[src/rtl/acc_pkg.sv]
// Shared definitions for the accelerator BIU blocks: FSM state type and default sizing.
package acc_pkg;

    localparam int RSP_FIFO_DEPTH_DEF = 4;
    localparam int CNT_W_DEF          = 24;

    typedef enum logic [1:0] {
        IDLE  = 2'd0,
        READ  = 2'd1,
        DRAIN = 2'd2,
        DONE  = 2'd3
    } imap_state_e;

endpackage

[src/rtl/imap_biu_if.sv]
// Arbiter read channel and line-buffer channel of the input-map BIU.
interface imap_biu_if;

    logic        imap_biu2arb_req;
    logic [31:0] imap_biu2arb_addr;
    logic        imap_biu2arb_vld;
    logic        imap_biu2arb_rdy;
    logic [31:0] arb2imap_biu_data;
    logic        arb2imap_biu_vld;
    logic        arb2imap_biu_rdy;
    logic [31:0] imap_biu2lbuf_data;
    logic        imap_biu2lbuf_vld;
    logic        imap_biu2lbuf_rdy;

    modport master (
        output imap_biu2arb_req, imap_biu2arb_addr, imap_biu2arb_vld,
               arb2imap_biu_rdy, imap_biu2lbuf_data, imap_biu2lbuf_vld,
        input  imap_biu2arb_rdy, arb2imap_biu_data, arb2imap_biu_vld,
               imap_biu2lbuf_rdy
    );

    modport slave (
        input  imap_biu2arb_req, imap_biu2arb_addr, imap_biu2arb_vld,
               arb2imap_biu_rdy, imap_biu2lbuf_data, imap_biu2lbuf_vld,
        output imap_biu2arb_rdy, arb2imap_biu_data, arb2imap_biu_vld,
               imap_biu2lbuf_rdy
    );

endinterface

[src/rtl/imap_rsp_fifo.sv]
// Response buffer: synchronous FIFO with registered storage and an occupancy count.
module imap_rsp_fifo #(
    parameter int DEPTH = 4,
    parameter int W     = 32
) (
    input  logic                   clk,
    input  logic                   rst_n,
    input  logic                   push,
    input  logic [W-1:0]           push_data,
    input  logic                   pop,
    output logic [W-1:0]           head,
    output logic                   empty,
    output logic [$clog2(DEPTH):0] count
);

    localparam int AW = $clog2(DEPTH);

    logic [W-1:0]  mem [DEPTH];
    logic [AW-1:0] wr_ptr;
    logic [AW-1:0] rd_ptr;

    // Storage is cleared on reset so the head reads zero until the first push.
    always_ff @(posedge clk) begin
        if (!rst_n) begin
            wr_ptr <= '0;
            rd_ptr <= '0;
            count  <= '0;
            for (int i = 0; i < DEPTH; i++) mem[i] <= '0;
        end else begin
            if (push) begin
                mem[wr_ptr] <= push_data;
                wr_ptr      <= wr_ptr + 1'b1;
            end
            if (pop) rd_ptr <= rd_ptr + 1'b1;
            case ({push, pop})
                2'b10:   count <= count + 1'b1;
                2'b01:   count <= count - 1'b1;
                default: ;
            endcase
        end
    end

    assign head  = mem[rd_ptr];
    assign empty = (count == '0);

endmodule

[src/rtl/imap_biu.sv]
// Input-map bus interface: streams in_ch*map_size words from memory into the line buffer.
// Optional IMAP_BIU_PERF_CNT_EN adds the stall_cnt performance counter port.
module imap_biu
    import acc_pkg::*;
#(
    parameter int RSP_FIFO_DEPTH = RSP_FIFO_DEPTH_DEF,
    parameter int CNT_W          = CNT_W_DEF
) (
    input  logic        clk,
    input  logic        rst_n,
    input  logic [7:0]  in_ch,
    input  logic [15:0] map_size,
    input  logic [31:0] imap_base_addr,
    input  logic        conv_start,
    imap_biu_if.master  bus,
    output logic        imap_done
`ifdef IMAP_BIU_PERF_CNT_EN
    ,
    output logic [31:0] stall_cnt
`endif
);

    localparam int CW = $clog2(RSP_FIFO_DEPTH) + 1;
    localparam logic [CW-1:0] DEPTH_C = CW'(RSP_FIFO_DEPTH);

    imap_state_e    state;
    logic [CNT_W-1:0] total, issued, delivered;
    logic [CW-1:0]  outstanding, fifo_count;
    logic           fifo_empty, req_q;
    logic [31:0]    fifo_head;
    logic           has_credit, cmd_vld, cmd_hs, rsp_hs, lb_hs;

    // Reads in flight plus words already buffered must never exceed the FIFO depth.
    assign has_credit = (outstanding + fifo_count) < DEPTH_C;
    assign cmd_vld    = (state == READ) && (issued < total) && has_credit;
    assign cmd_hs     = cmd_vld && bus.imap_biu2arb_rdy;
    assign rsp_hs     = bus.arb2imap_biu_vld && bus.arb2imap_biu_rdy;
    assign lb_hs      = bus.imap_biu2lbuf_vld && bus.imap_biu2lbuf_rdy;

    assign bus.imap_biu2arb_req   = req_q;
    assign bus.imap_biu2arb_vld   = cmd_vld;
    assign bus.imap_biu2arb_addr  = cmd_vld ? imap_base_addr + 32'(issued) : 32'd0;
    assign bus.arb2imap_biu_rdy   = (state != IDLE);
    assign bus.imap_biu2lbuf_vld  = !fifo_empty;
    assign bus.imap_biu2lbuf_data = fifo_head;

    imap_rsp_fifo #(.DEPTH(RSP_FIFO_DEPTH), .W(32)) u_rsp_fifo (
        .clk       (clk),
        .rst_n     (rst_n),
        .push      (rsp_hs),
        .push_data (bus.arb2imap_biu_data),
        .pop       (lb_hs),
        .head      (fifo_head),
        .empty     (fifo_empty),
        .count     (fifo_count)
    );

    always_ff @(posedge clk) begin
        if (!rst_n) begin
            state       <= IDLE;
            total       <= '0;
            issued      <= '0;
            delivered   <= '0;
            outstanding <= '0;
            req_q       <= 1'b0;
            imap_done   <= 1'b0;
        end else begin
            imap_done <= 1'b0;
            if (cmd_hs) issued <= issued + 1'b1;
            if (lb_hs)  delivered <= delivered + 1'b1;
            case ({cmd_hs, rsp_hs})
                2'b10:   outstanding <= outstanding + 1'b1;
                2'b01:   outstanding <= outstanding - 1'b1;
                default: ;
            endcase
            case (state)
                IDLE: if (conv_start) begin
                    total     <= CNT_W'(in_ch) * CNT_W'(map_size);
                    issued    <= '0;
                    delivered <= '0;
                    if (in_ch == 8'd0 || map_size == 16'd0) begin
                        state     <= DONE;
                        imap_done <= 1'b1;
                    end else begin
                        state <= READ;
                        req_q <= 1'b1;
                    end
                end
                READ: if (cmd_hs && (issued + 1'b1) == total) state <= DRAIN;
                DRAIN: if (lb_hs && (delivered + 1'b1) == total) begin
                    state     <= DONE;
                    req_q     <= 1'b0;
                    imap_done <= 1'b1;
                end
                DONE:    state <= IDLE;
                default: state <= IDLE;
            endcase
        end
    end

`ifdef IMAP_BIU_PERF_CNT_EN
    logic stall;
    assign stall = (cmd_vld && !bus.imap_biu2arb_rdy) || (state == READ && !has_credit);

    always_ff @(posedge clk) begin
        if (!rst_n)                           stall_cnt <= '0;
        else if (state == IDLE && conv_start) stall_cnt <= '0;
        else if (stall && stall_cnt != '1)    stall_cnt <= stall_cnt + 1'b1;
    end
`endif

endmodule

[src/flat_wrapper.sv]
// flat-port wrapper written by rule: the top's interface ports become plain ports
module imap_biu_flat import acc_pkg::*;
#(
    parameter int RSP_FIFO_DEPTH = RSP_FIFO_DEPTH_DEF,
    parameter int CNT_W          = CNT_W_DEF
)
  (clk, rst_n, in_ch, map_size, imap_base_addr, conv_start, imap_done, bus_imap_biu2arb_req, bus_imap_biu2arb_addr, bus_imap_biu2arb_vld, bus_arb2imap_biu_rdy, bus_imap_biu2lbuf_data, bus_imap_biu2lbuf_vld, bus_imap_biu2arb_rdy, bus_arb2imap_biu_data, bus_arb2imap_biu_vld, bus_imap_biu2lbuf_rdy);
  imap_biu_if bus_i ();
  input  logic clk;
  input  logic rst_n;
  input  logic [7:0] in_ch;
  input  logic [15:0] map_size;
  input  logic [31:0] imap_base_addr;
  input  logic conv_start;
  output logic imap_done;
  output wire logic [$bits(bus_i.imap_biu2arb_req)-1:0] bus_imap_biu2arb_req;
  output wire logic [$bits(bus_i.imap_biu2arb_addr)-1:0] bus_imap_biu2arb_addr;
  output wire logic [$bits(bus_i.imap_biu2arb_vld)-1:0] bus_imap_biu2arb_vld;
  output wire logic [$bits(bus_i.arb2imap_biu_rdy)-1:0] bus_arb2imap_biu_rdy;
  output wire logic [$bits(bus_i.imap_biu2lbuf_data)-1:0] bus_imap_biu2lbuf_data;
  output wire logic [$bits(bus_i.imap_biu2lbuf_vld)-1:0] bus_imap_biu2lbuf_vld;
  input wire logic [$bits(bus_i.imap_biu2arb_rdy)-1:0] bus_imap_biu2arb_rdy;
  input wire logic [$bits(bus_i.arb2imap_biu_data)-1:0] bus_arb2imap_biu_data;
  input wire logic [$bits(bus_i.arb2imap_biu_vld)-1:0] bus_arb2imap_biu_vld;
  input wire logic [$bits(bus_i.imap_biu2lbuf_rdy)-1:0] bus_imap_biu2lbuf_rdy;
  assign bus_imap_biu2arb_req = bus_i.imap_biu2arb_req;
  assign bus_imap_biu2arb_addr = bus_i.imap_biu2arb_addr;
  assign bus_imap_biu2arb_vld = bus_i.imap_biu2arb_vld;
  assign bus_arb2imap_biu_rdy = bus_i.arb2imap_biu_rdy;
  assign bus_imap_biu2lbuf_data = bus_i.imap_biu2lbuf_data;
  assign bus_imap_biu2lbuf_vld = bus_i.imap_biu2lbuf_vld;
  assign bus_i.imap_biu2arb_rdy = bus_imap_biu2arb_rdy;
  assign bus_i.arb2imap_biu_data = bus_arb2imap_biu_data;
  assign bus_i.arb2imap_biu_vld = bus_arb2imap_biu_vld;
  assign bus_i.imap_biu2lbuf_rdy = bus_imap_biu2lbuf_rdy;
  imap_biu #(.RSP_FIFO_DEPTH(RSP_FIFO_DEPTH), .CNT_W(CNT_W)) u_core (.clk(clk), .rst_n(rst_n), .in_ch(in_ch), .map_size(map_size), .imap_base_addr(imap_base_addr), .conv_start(conv_start), .bus(bus_i), .imap_done(imap_done));
endmodule
[config.mk]
export PLATFORM = sky130hd
export DESIGN_NAME = imap_biu_flat
export DESIGN_NICKNAME = d
export VERILOG_FILES = /design/src/rtl/acc_pkg.sv /design/src/rtl/imap_biu_if.sv /design/src/rtl/imap_rsp_fifo.sv /design/src/rtl/imap_biu.sv /design/src/flat_wrapper.sv
export SDC_FILE = /design/constraint.sdc
export NUM_CORES = 1
export LEC_CHECK = 0
export ABC_AREA = 0
export ABC_CLOCK_PERIOD_IN_PS = 6100
export BUFFER_PORTS_ARGS = -buffer_cell sky130_fd_sc_hd__buf_2
export CAP_MARGIN = 20
export CORE_MARGIN = 3
export CORE_UTILIZATION = 52
export DETAILED_ROUTE_END_ITERATION = 12
export HOLD_SLACK_MARGIN = 0.12
export PLACE_DENSITY = 0.71
export SETUP_SLACK_MARGIN = 0.15
export SYNTH_ARGS = -nofsm -noshare
export SYNTH_HDL_FRONTEND = slang
export SYNTH_SLANG_ARGS = --single-unit
[constraint.sdc]
create_clock -name clk -period 6.1 [get_ports clk]
set_clock_uncertainty 0.05 [all_clocks]
set_input_delay 0.915 -clock clk [delete_from_list [all_inputs] [get_ports clk]]
set_output_delay 0.915 -clock clk [all_outputs]
set_load 0.02 [all_outputs]
; ---- Word-level counts from Yosys, hierarchy flattened
; Memories as Yosys holds them, arrays and structs flattened. A register that Yosys moved wholly into a read port is not among the register bits.
; Index checks and enable logic that the tools add are counted.
[classes]
reduce_logical = 21
multipliers = 1
add_sub_neg = 10
n_lt_le_gt_ge = 2
n_mux = 31
n_eq_ne = 13
[ops]
columns = operator, count
row1 = two-way mux 24 bit, 6
row2 = two-way mux 32 bit, 2
row3 = "adder 24 x 1 -> 24 bit, second input constant", 2
row4 = == test 24 bit, 2
row5 = adder 32 x 24 -> 32 bit, 1
row6 = OR reduction 32 bit, 1
row7 = < comparator 24 bit, 1
row8 = multiplier 8 x 16 -> 24 bit, 1
row9 = logical NOT 16 bit, 1
row10 = two-way mux 2 bit, 7
row11 = one-hot mux 3 bit (2 select lines), 2
row12 = two-way mux 1 bit, 11
row13 = "== test 2 bit, second input constant", 4
row14 = logical NOT 8 bit, 1
row15 = one-hot mux 2 bit (4 select lines), 1
row16 = nonzero test 2 bit, 4
row17 = logical AND 1 bit, 7
row18 = "adder 3 x 1 -> 3 bit, second input constant", 2
row19 = "== test 2 x 1 -> 1 bit, second input constant", 3
row20 = "inequality test 2 bit, second input constant", 3
row21 = "subtractor 3 x 1 -> 3 bit, second input constant", 2
row22 = "adder 2 x 1 -> 2 bit, second input constant", 2
row23 = one-hot mux 1 bit (2 select lines), 2
row24 = AND reduction 4 bit, 1
row25 = other kinds (9), 9
[word_totals]
mem_count = 1
ram_bits = 128
in_bits = 94
out_inout_bits = 69
register_bits = 86
[mem_list]
columns = name, depth, word_bits, rd, rd_clocked_by_memory_dff, wr, line
row1 = u_core.u_rsp_fifo.mem, 4, 32, 1, 1, 4, imap_rsp_fifo.sv:18  ; logic [W-1:0] mem [DEPTH];

; ---- Logic depth before layout (Yosys ltp)
; Gate-level depths: netlist of the first run.
[logic_depth]
depth_word = 7
ltp_mapped = 20
depth_no_buf = 19

; ---- Hierarchy
; A second synthesis of the first run with hierarchy kept.
[unflattened]
cells_unflattened = 1739
area_unflattened_um2 = 16976.3
[by_module_without_submodules]
columns = mod, seq_area_each_um2, cells_each, instances, area_each_um2
row1 = imap_biu, 1581.5, 1378, 1, 10965.5
row2 = imap_rsp_fifo, 4023.9, 361, 1, 6010.8

; ---- Worst setup path after synthesis of the first run
; No wires, ideal clock.
[synth_timing]
path_type = in2reg
start = in map_size[4]
end = reg u_core.total[22]
setup_slack_ns = 0.605
stages = 18
arrival_time_ns = 5.319
setup_time_ns = 0.126
path_cell_list = clkbuf_1 nand2_1 fa_1 inv_1 fa_1 fa_1 inv_1 fa_1 inv_1 ha_1 or3_1 o211ai_1 o21ai_0 a221oi_1 o21ai_0 o22a_1 xnor2_1 o22ai_1
[synth_between]
elab_chain_cells = 1
[synth_lines]
columns = item, line
row1 = start: declaration, flat_wrapper.sv:12  ; input logic [15:0] map_size;
row2 = multiplier 8 x 16 -> 24 bit, imap_biu.sv:78  ; total <= CNT_W'(in_ch) * CNT_W'(map_size);
row3 = end signal: assignment, imap_biu.sv:78
row4 = end: declaration, imap_biu.sv:27  ; logic [CNT_W-1:0] total, issued, delivered;
; No other way between the ends.
; A chain may end at the register's enable or synchronous reset.

; ---- Worst setup path in the final report of the first run
[layout_timing]
start = in in_ch[7]
end = reg u_core.total[21]
[layout_between]
elab_chain_cells = 1
[layout_lines]
columns = item, line
row1 = start: declaration, flat_wrapper.sv:11  ; input logic [7:0] in_ch;
row2 = multiplier 8 x 16 -> 24 bit, imap_biu.sv:78
; No other way between the ends.

==> impl_metrics.yaml, run 1 <==
setup_path:
  worst-path-buf-inv: 4
  cp_data_arrival_time_ps: 5750
  critical-path-top-cell-by-count: "fa_1"
  path_class: "input pin to flop"
  crit_chain: "buf_2, nand2_1, fa_1, fa_1, inv_1, fa_1, inv_1, fa_1, inv_1, ha_1, nand2_1, a21oi_1, o31ai_1, a2111oi_0, o21ai_0, o211ai_1, o21a_1, o32ai_1"
  slowest_delay_ps: 560
  required_worst_endpoint_ps: 6400
  crit_family: "adder cells"
  worst_setup_path_start_kind: "input pin"
  crit_path_max_fanout: 17
  reg2reg_setup_slack_ps: 2020
  sort_of_element_at_the_end_of_the_critical_path: "flop"
  worst_path_max_delay_cell: "a2111oi_0"
sta:
  slew_violations: 0
  hold_viol: 0
  finalSetupViolations: 0
  final.min_clock_period_ps: 5450
  setup-tns-final_ps: 0
  rsz_0062_raised_after_global_routing: "false"
  relative_slew_margins: 0.421
  timing.hold.ws_ps: 428
  max_freq_ghz: 0.183
  crit_share_post_route: 0.893
  tightestPinTransition_ps: 866
finish:
  multi_input_area_sq_mm: 0.0102
  layout-area-overhead-vs-synth_pct: 11.4
  layout.area.seq_sq_mm: 0.00561
  layout.cells.most_common: "inv_1"
  layout.filler_cells: 2717
  layout.cells.most_common_list: "inv_1 (186), nor2_1 (173), buf_2 (162), and2_1 (160), nand2_1 (157)"
  post_route_cells_drive_above_1_share: 0.139
  fin_util: 0.589
  final_net_count: 2184
power_and_ir_drop:
  power.static_leakage_nw: 8.01
  power-per-cell-area_mw_per_mm2: 346
  vdd_drop_max_v: 0.000174
  fin_total_pwr_mw: 6.45
grt:
  grt_first_pass_wirelength_mm: 63.8
  antenna_found_initial: 0
  grtUsageTotal: 0.227
  largest_net_degree_at_the_start_of_global_routing: 45
  grt_pass1_vias: 12685
  grt_ovf: 0
cts:
  number_of_hold_buffers_added_after_cts: 0
  cts-htree-levels: 1
  clk_root_buffer_cell: "clkbuf_16"
  cts.sink_count: 216
  number_of_buffers_added_by_the_clock_tree_synthesis_step: 22
  worstSkewPairLatency_ps: 520
  clock_path_buffers: 3
  clk_pin_slew_worst_paths_ps: 60
  cts_setup_buffers: 0
  clock_tree_from_tritoncts: "done"
  cts_resized: 0
place:
  port_buffers: 162
  place_congestion: 0.912
  post_detailed_placement_half_perimeter_wirelength_mm: 29.4
flow_run:
  timing.max_cap.violations: 0
logic_synthesis:
  ys_async_sr_fraction: 0
  syn_nets: 2056
  syn_area_sq_mm: 0.0167
  synth_seq_area_share: 0.335
  distinct_cell_type_count_after_synthesis: 77
  synth_warnings: 0
  synth_cells: 1775
  synth_edf_count: 128
  number_of_synthesized_register_bits: 216
  main_flop_type_after_synthesis: "edfxtp_1"
  mean_instance_size_in_the_synthesized_netlist_sq_um: 9.43
route:
  drt_pass1_iterations: 5
  dr_wl_met2_mm: 19.1
  vias: 13115
  drt-initial-drc-count: 790
  wl_met3_mm: 1.96
  avgViaCountPerCell: 5.65
  route.detailed.drc: 0
  routed.top_layer: "met4"
  avgRoutedWirePerCell_um: 17.0
  ant_nets: 0
  wirelength_met1_mm: 17.4
  final_routed_wirelength_mm: 39.6
die:
  io-pin-count: 163
  placementRows: 65
  dieWidth_um: 185
  start_util: 0.529
  chipHeight_um: 185
  fp.dieArea_sq_mm: 0.0344
  core_area_sq_mm: 0.0316
status:
  outcome: "finished clean"
hold_path:
  worst_hold_path_type: "flop to flop"
## area by class of cell
type	instances	share of cell area
Timing Repair Buffer	177	0.0495
Antenna cell	2	0.000268
Sequential cell	216	0.301
Multi-Input combinational cell	1300	0.545
Clock inverter	14	0.00953
Inverter	186	0.0375
Tap cell	402	0.0270
Clock buffer	25	0.0301
## registers in the layout (all words and copies together), names as in the netlist, named ones only
register / flops
u_core.u_rsp_fifo.count: 3
u_core.state: 2
u_core.u_rsp_fifo.rd_ptr: 2
u_core.u_rsp_fifo.wr_ptr: 2
u_core.imap_done: 1
u_core.bus.imap_biu2arb_req: 1
u_core.issued: 24
u_core.delivered: 24
u_core.outstanding: 3
u_core.total: 24
u_core.u_rsp_fifo.mem: 128
## metrics by stage
stage,cells,area [sq um],setup slack [ps]
2_1_floorplan,1775,16700,605
3_3_place_gp,2281,17900,170
3_5_place_dp,2281,17900,74.3
4_1_cts,2320,18600,640
5_1_grt,2320,18600,298
6_report,2322,18600,650
## worst paths after layout
kind / startpoint / endpoint / cells past startpoint
setup reg to reg: u_core.total[9] / u_core.outstanding[2] / 16
setup / recovery: in_ch[7] / u_core.total[21] / 18
hold / removal: u_core.state[1] / u_core.state[1] / 2
hold reg to reg: u_core.state[1] / u_core.state[1] / 2
## metal layers
layer  vias to the layer above  track usage
li1                       6334            -
met1                      6366        0.307
met2                       343        0.387
met3                        72       0.0253
met4                         0       0.0696
met5                         -            0
## cells in the mapped netlist (4+ instances only)
master	count	area share
inv_1	186	0.042
nor2_1	173	0.039
and2_1	161	0.060
nand2_1	157	0.035
edfxtp_1	128	0.23
ha_1	100	0.075
dfxtp_1	88	0.11
fa_1	87	0.10
xnor2_1	73	0.038
xor2_1	67	0.035
clkbuf_1	62	0.014
a21oi_1	56	0.017
o21ai_0	49	0.015
nand3_1	43	0.013
mux4_2	32	0.043
nor3_1	28	0.0084
nand4_1	25	0.0093
and3_1	21	0.0079
a21o_1	17	0.0076
nor4_1	17	0.0064
or3_1	15	0.0056
o211ai_1	14	0.0063
nor2b_1	13	0.0049
a21boi_0	9	0.0040
and4_1	9	0.0047
o21a_1	9	0.0040
a211oi_1	8	0.0036
a31oi_1	8	0.0030
nand2b_1	8	0.0030
o31ai_1	8	0.0036
nor3b_1	7	0.0031
o2111ai_1	7	0.0037
o21bai_1	7	0.0031
a2111oi_0	6	0.0031
o22ai_1	6	0.0022
buf_2	5	0.0015
buf_1	4	0.00090
o32ai_1	4	0.0021
## tightest hold or removal path, cell delays in order (launching register included)
cell and delay (ps):
dfxtp_1 320, nand2_1 50, mux2i_1 50
## report_power, final
group          total, mW  internal, mW  switching [mW]
registers           1.91          1.73           0.182
clock network       1.40         0.831           0.564
logic               3.14          1.28            1.86
total               6.45          3.85            2.60
## cells by family after synthesis
group,Yosys count,synth area share
and+or+nand+nor,696,0.211
buffers and inverters,259,0.0590
AOI/OAI and AO/OA,242,0.0977
DFF,216,0.335
adders and majority gates,187,0.179
xor gates and xnor gates,140,0.0733
muxes,35,0.0449
Note: power is estimated with default switching activity, not from simulation.
==> run 2, diff against run 1 <==
--- a/config.mk
+++ b/config.mk
@@ -6,7 +6,7 @@
 export NUM_CORES = 1
 export LEC_CHECK = 0
 export ABC_AREA = 0
-export ABC_CLOCK_PERIOD_IN_PS = 6100
+export ABC_CLOCK_PERIOD_IN_PS = 5500
 export BUFFER_PORTS_ARGS = -buffer_cell sky130_fd_sc_hd__buf_2
 export CAP_MARGIN = 20
 export CORE_MARGIN = 3
==> constraint.sdc (replaced) <==
create_clock -name clk -period 5.5 [get_ports clk]
set_clock_uncertainty 0.05 [all_clocks]
set_input_delay 0.825 -clock clk [delete_from_list [all_inputs] [get_ports clk]]
set_output_delay 0.825 -clock clk [all_outputs]
set_load 0.02 [all_outputs]
==> impl_metrics.yaml, run 2 (synthesis gave the netlist of run 1 again) <==
die:
  start_util: 0.529
  fp.dieArea_sq_mm: 0.0344
  chipHeight_um: 185
  dieWidth_um: 185
  placementRows: 65
  io-pin-count: 163
  core_area_sq_mm: 0.0316
sta:
  hold_viol: 0
  tightestPinTransition_ps: 886
  max_freq_ghz: 0.200
  slew_violations: 0
  relative_slew_margins: 0.408
  crit_share_post_route: 0.908
  final.min_clock_period_ps: 4990
  timing.hold.ws_ps: 446
  rsz_0062_raised_after_global_routing: "false"
  finalSetupViolations: 0
  finalWorstSetupSlack_ps: 506
setup_path:
  crit_path_max_fanout: 5
  crit_chain: "buf_2, buf_4, and2_1, fa_1, fa_1, ha_1, inv_1, fa_1, inv_1, ha_1, nor2b_1, o21ai_0, a21oi_1, o31ai_1, buf_4, a2111oi_2, o21ai_0, o211ai_1, o21a_1, o32ai_1"
  cp_data_arrival_time_ps: 5370
  critical-path-top-cell-by-count: "fa_1"
  required_worst_endpoint_ps: 5870
  reg2reg_setup_slack_ps: 1200
  worst_path_max_delay_cell: "fa_1"
  crit_family: "adder cells"
  slowest_delay_ps: 530
  worst_setup_path_start_kind: "input pin"
  sort_of_element_at_the_end_of_the_critical_path: "flop"
  worst-path-buf-inv: 5
  path_class: "input pin to flop"
grt:
  grtUsageTotal: 0.224
  grt_ovf: 0
  grt_pass1_vias: 12765
  largest_net_degree_at_the_start_of_global_routing: 34
  grt_first_pass_wirelength_mm: 63.2
  antenna_found_initial: 0
cts:
  clock_path_buffers: 3
  cts-htree-levels: 1
  worstSkewPairLatency_ps: 520
  cts.sink_count: 216
  clock_tree_from_tritoncts: "done"
  clk_root_buffer_cell: "clkbuf_16"
  clk_pin_slew_worst_paths_ps: 60
  number_of_buffers_added_by_the_clock_tree_synthesis_step: 22
route:
  final_routed_wirelength_mm: 39.1
  route.detailed.drc: 0
  drt_pass1_iterations: 5
  ant_nets: 0
  drt-initial-drc-count: 707
  avgRoutedWirePerCell_um: 16.6
  avgViaCountPerCell: 5.52
  vias: 12985
finish:
  top_reg_by_flops: "u_core.u_rsp_fifo.mem"
  layout.filler_cells: 2692
  post_route_cells_drive_above_1_share: 0.150
  number_of_flip_flops_under_the_largest_register_name: 128
  final_net_count: 2216
  layout-area-overhead-vs-synth_pct: 12.6
  insertedDiodeCount: 0
  layout.cells.most_common: "inv_1"
  layout.cells.most_common_list: "inv_1 (186), nor2_1 (173), buf_2 (162), and2_1 (161), nand2_1 (157)"
  fin_util: 0.596
place:
  port_buffers: 162
  detailedPlace.worstSlack_ps: -188
  place_congestion: 0.897
  post_detailed_placement_half_perimeter_wirelength_mm: 29.3
power_and_ir_drop:
  power_switching_mw: 2.90
  power.internal_mw: 4.25
  power.static_leakage_nw: 8.13
  power.switching_fraction: 0.405
  share_comb_of_total_power: 0.505
  fin_total_pwr_mw: 7.15
  power-per-cell-area_mw_per_mm2: 380
  share_seq_of_total_power: 0.293
  vdd_drop_max_v: 0.000207
  power_frac_clock: 0.202
status:
  outcome: "finished clean"
flow_run:
  timing.max_cap.violations: 0
hold_path:
  worst_hold_path_type: "flop to flop"
[run 2: cell count changes in the layout (fill, tap and decap cells not counted), moves of 2 or more]
cell | previous run | this run
buf_4 | 15 | 47
bufinv_16 | 4 | 2
clkbuf_1 | 3 | 8
clkinv_2 | 6 | 3
diode_2 | 2 | 0
o21ai_2 | 2 | 0
o21ai_4 | 0 | 2
[run 2: tightest hold or removal path, stage by stage (launching register included)]
cell and delay, ps:
dfxtp_1 330, nand2_1 60, mux2i_1 60
[run 2: per-layer routing]
metal  vias up  GRT usage  part of all wire
li1       6390          -                 -
met1      6211      0.301              0.44
met2       326      0.387              0.48
met3        58     0.0269             0.055
met4         0     0.0567             0.025
met5         -          0                 0
[run 2: timing repair]
item,in CTS,in global routing
endpoints found under the setup margin,0,3
buffers inserted,0,0
gates resized for setup,0,2
hold buffers,0,0
hold endpoints to repair,0,0
[run 2: layout make-up]
| cell class | count | area (sq um) | share of cell area |
|---|---|---|---|
| Multi-Input combinational cell | 1300 | 10200 | 0.541 |
| Timing Repair Buffer | 209 | 1160 | 0.0617 |
| Sequential cell | 216 | 5610 | 0.298 |
| Inverter | 186 | 698 | 0.0370 |
| Tap cell | 402 | 503 | 0.0267 |
| Clock buffer | 30 | 581 | 0.0308 |
| Clock inverter | 9 | 103 | 0.00544 |
[run 2: worst paths after layout]
path | from | end | cells past startpoint
setup / recovery | map_size[1] | u_core.total[21] | 20
setup reg to reg | u_core.total[9] | u_core.outstanding[2] | 17
hold reg to reg | u_core.state[1] | u_core.state[1] | 2
hold / removal | u_core.state[1] | u_core.state[1] | 2
[run 2: power groups by stage]
stage               logic (mW)  registers (mW)  clock network, mW
floorplan                 2.63            2.05                  0
global placement          3.54            2.12                  0
detailed placement        3.59            2.13                  0
CTS                       3.61            2.09               1.47
global route              4.06            2.11               1.53
finish                    3.61            2.10               1.45
[run 2: through the flow]
stage / instances / cell area, sq um / TNS (ps)
after floorplan: 1775 / 16700 / 0
after global placement: 2313 / 18100 / -296
after detailed placement: 2313 / 18100 / -590
after CTS: 2352 / 18800 / 0
after global routing: 2352 / 18800 / 0
final: 2352 / 18800 / 0
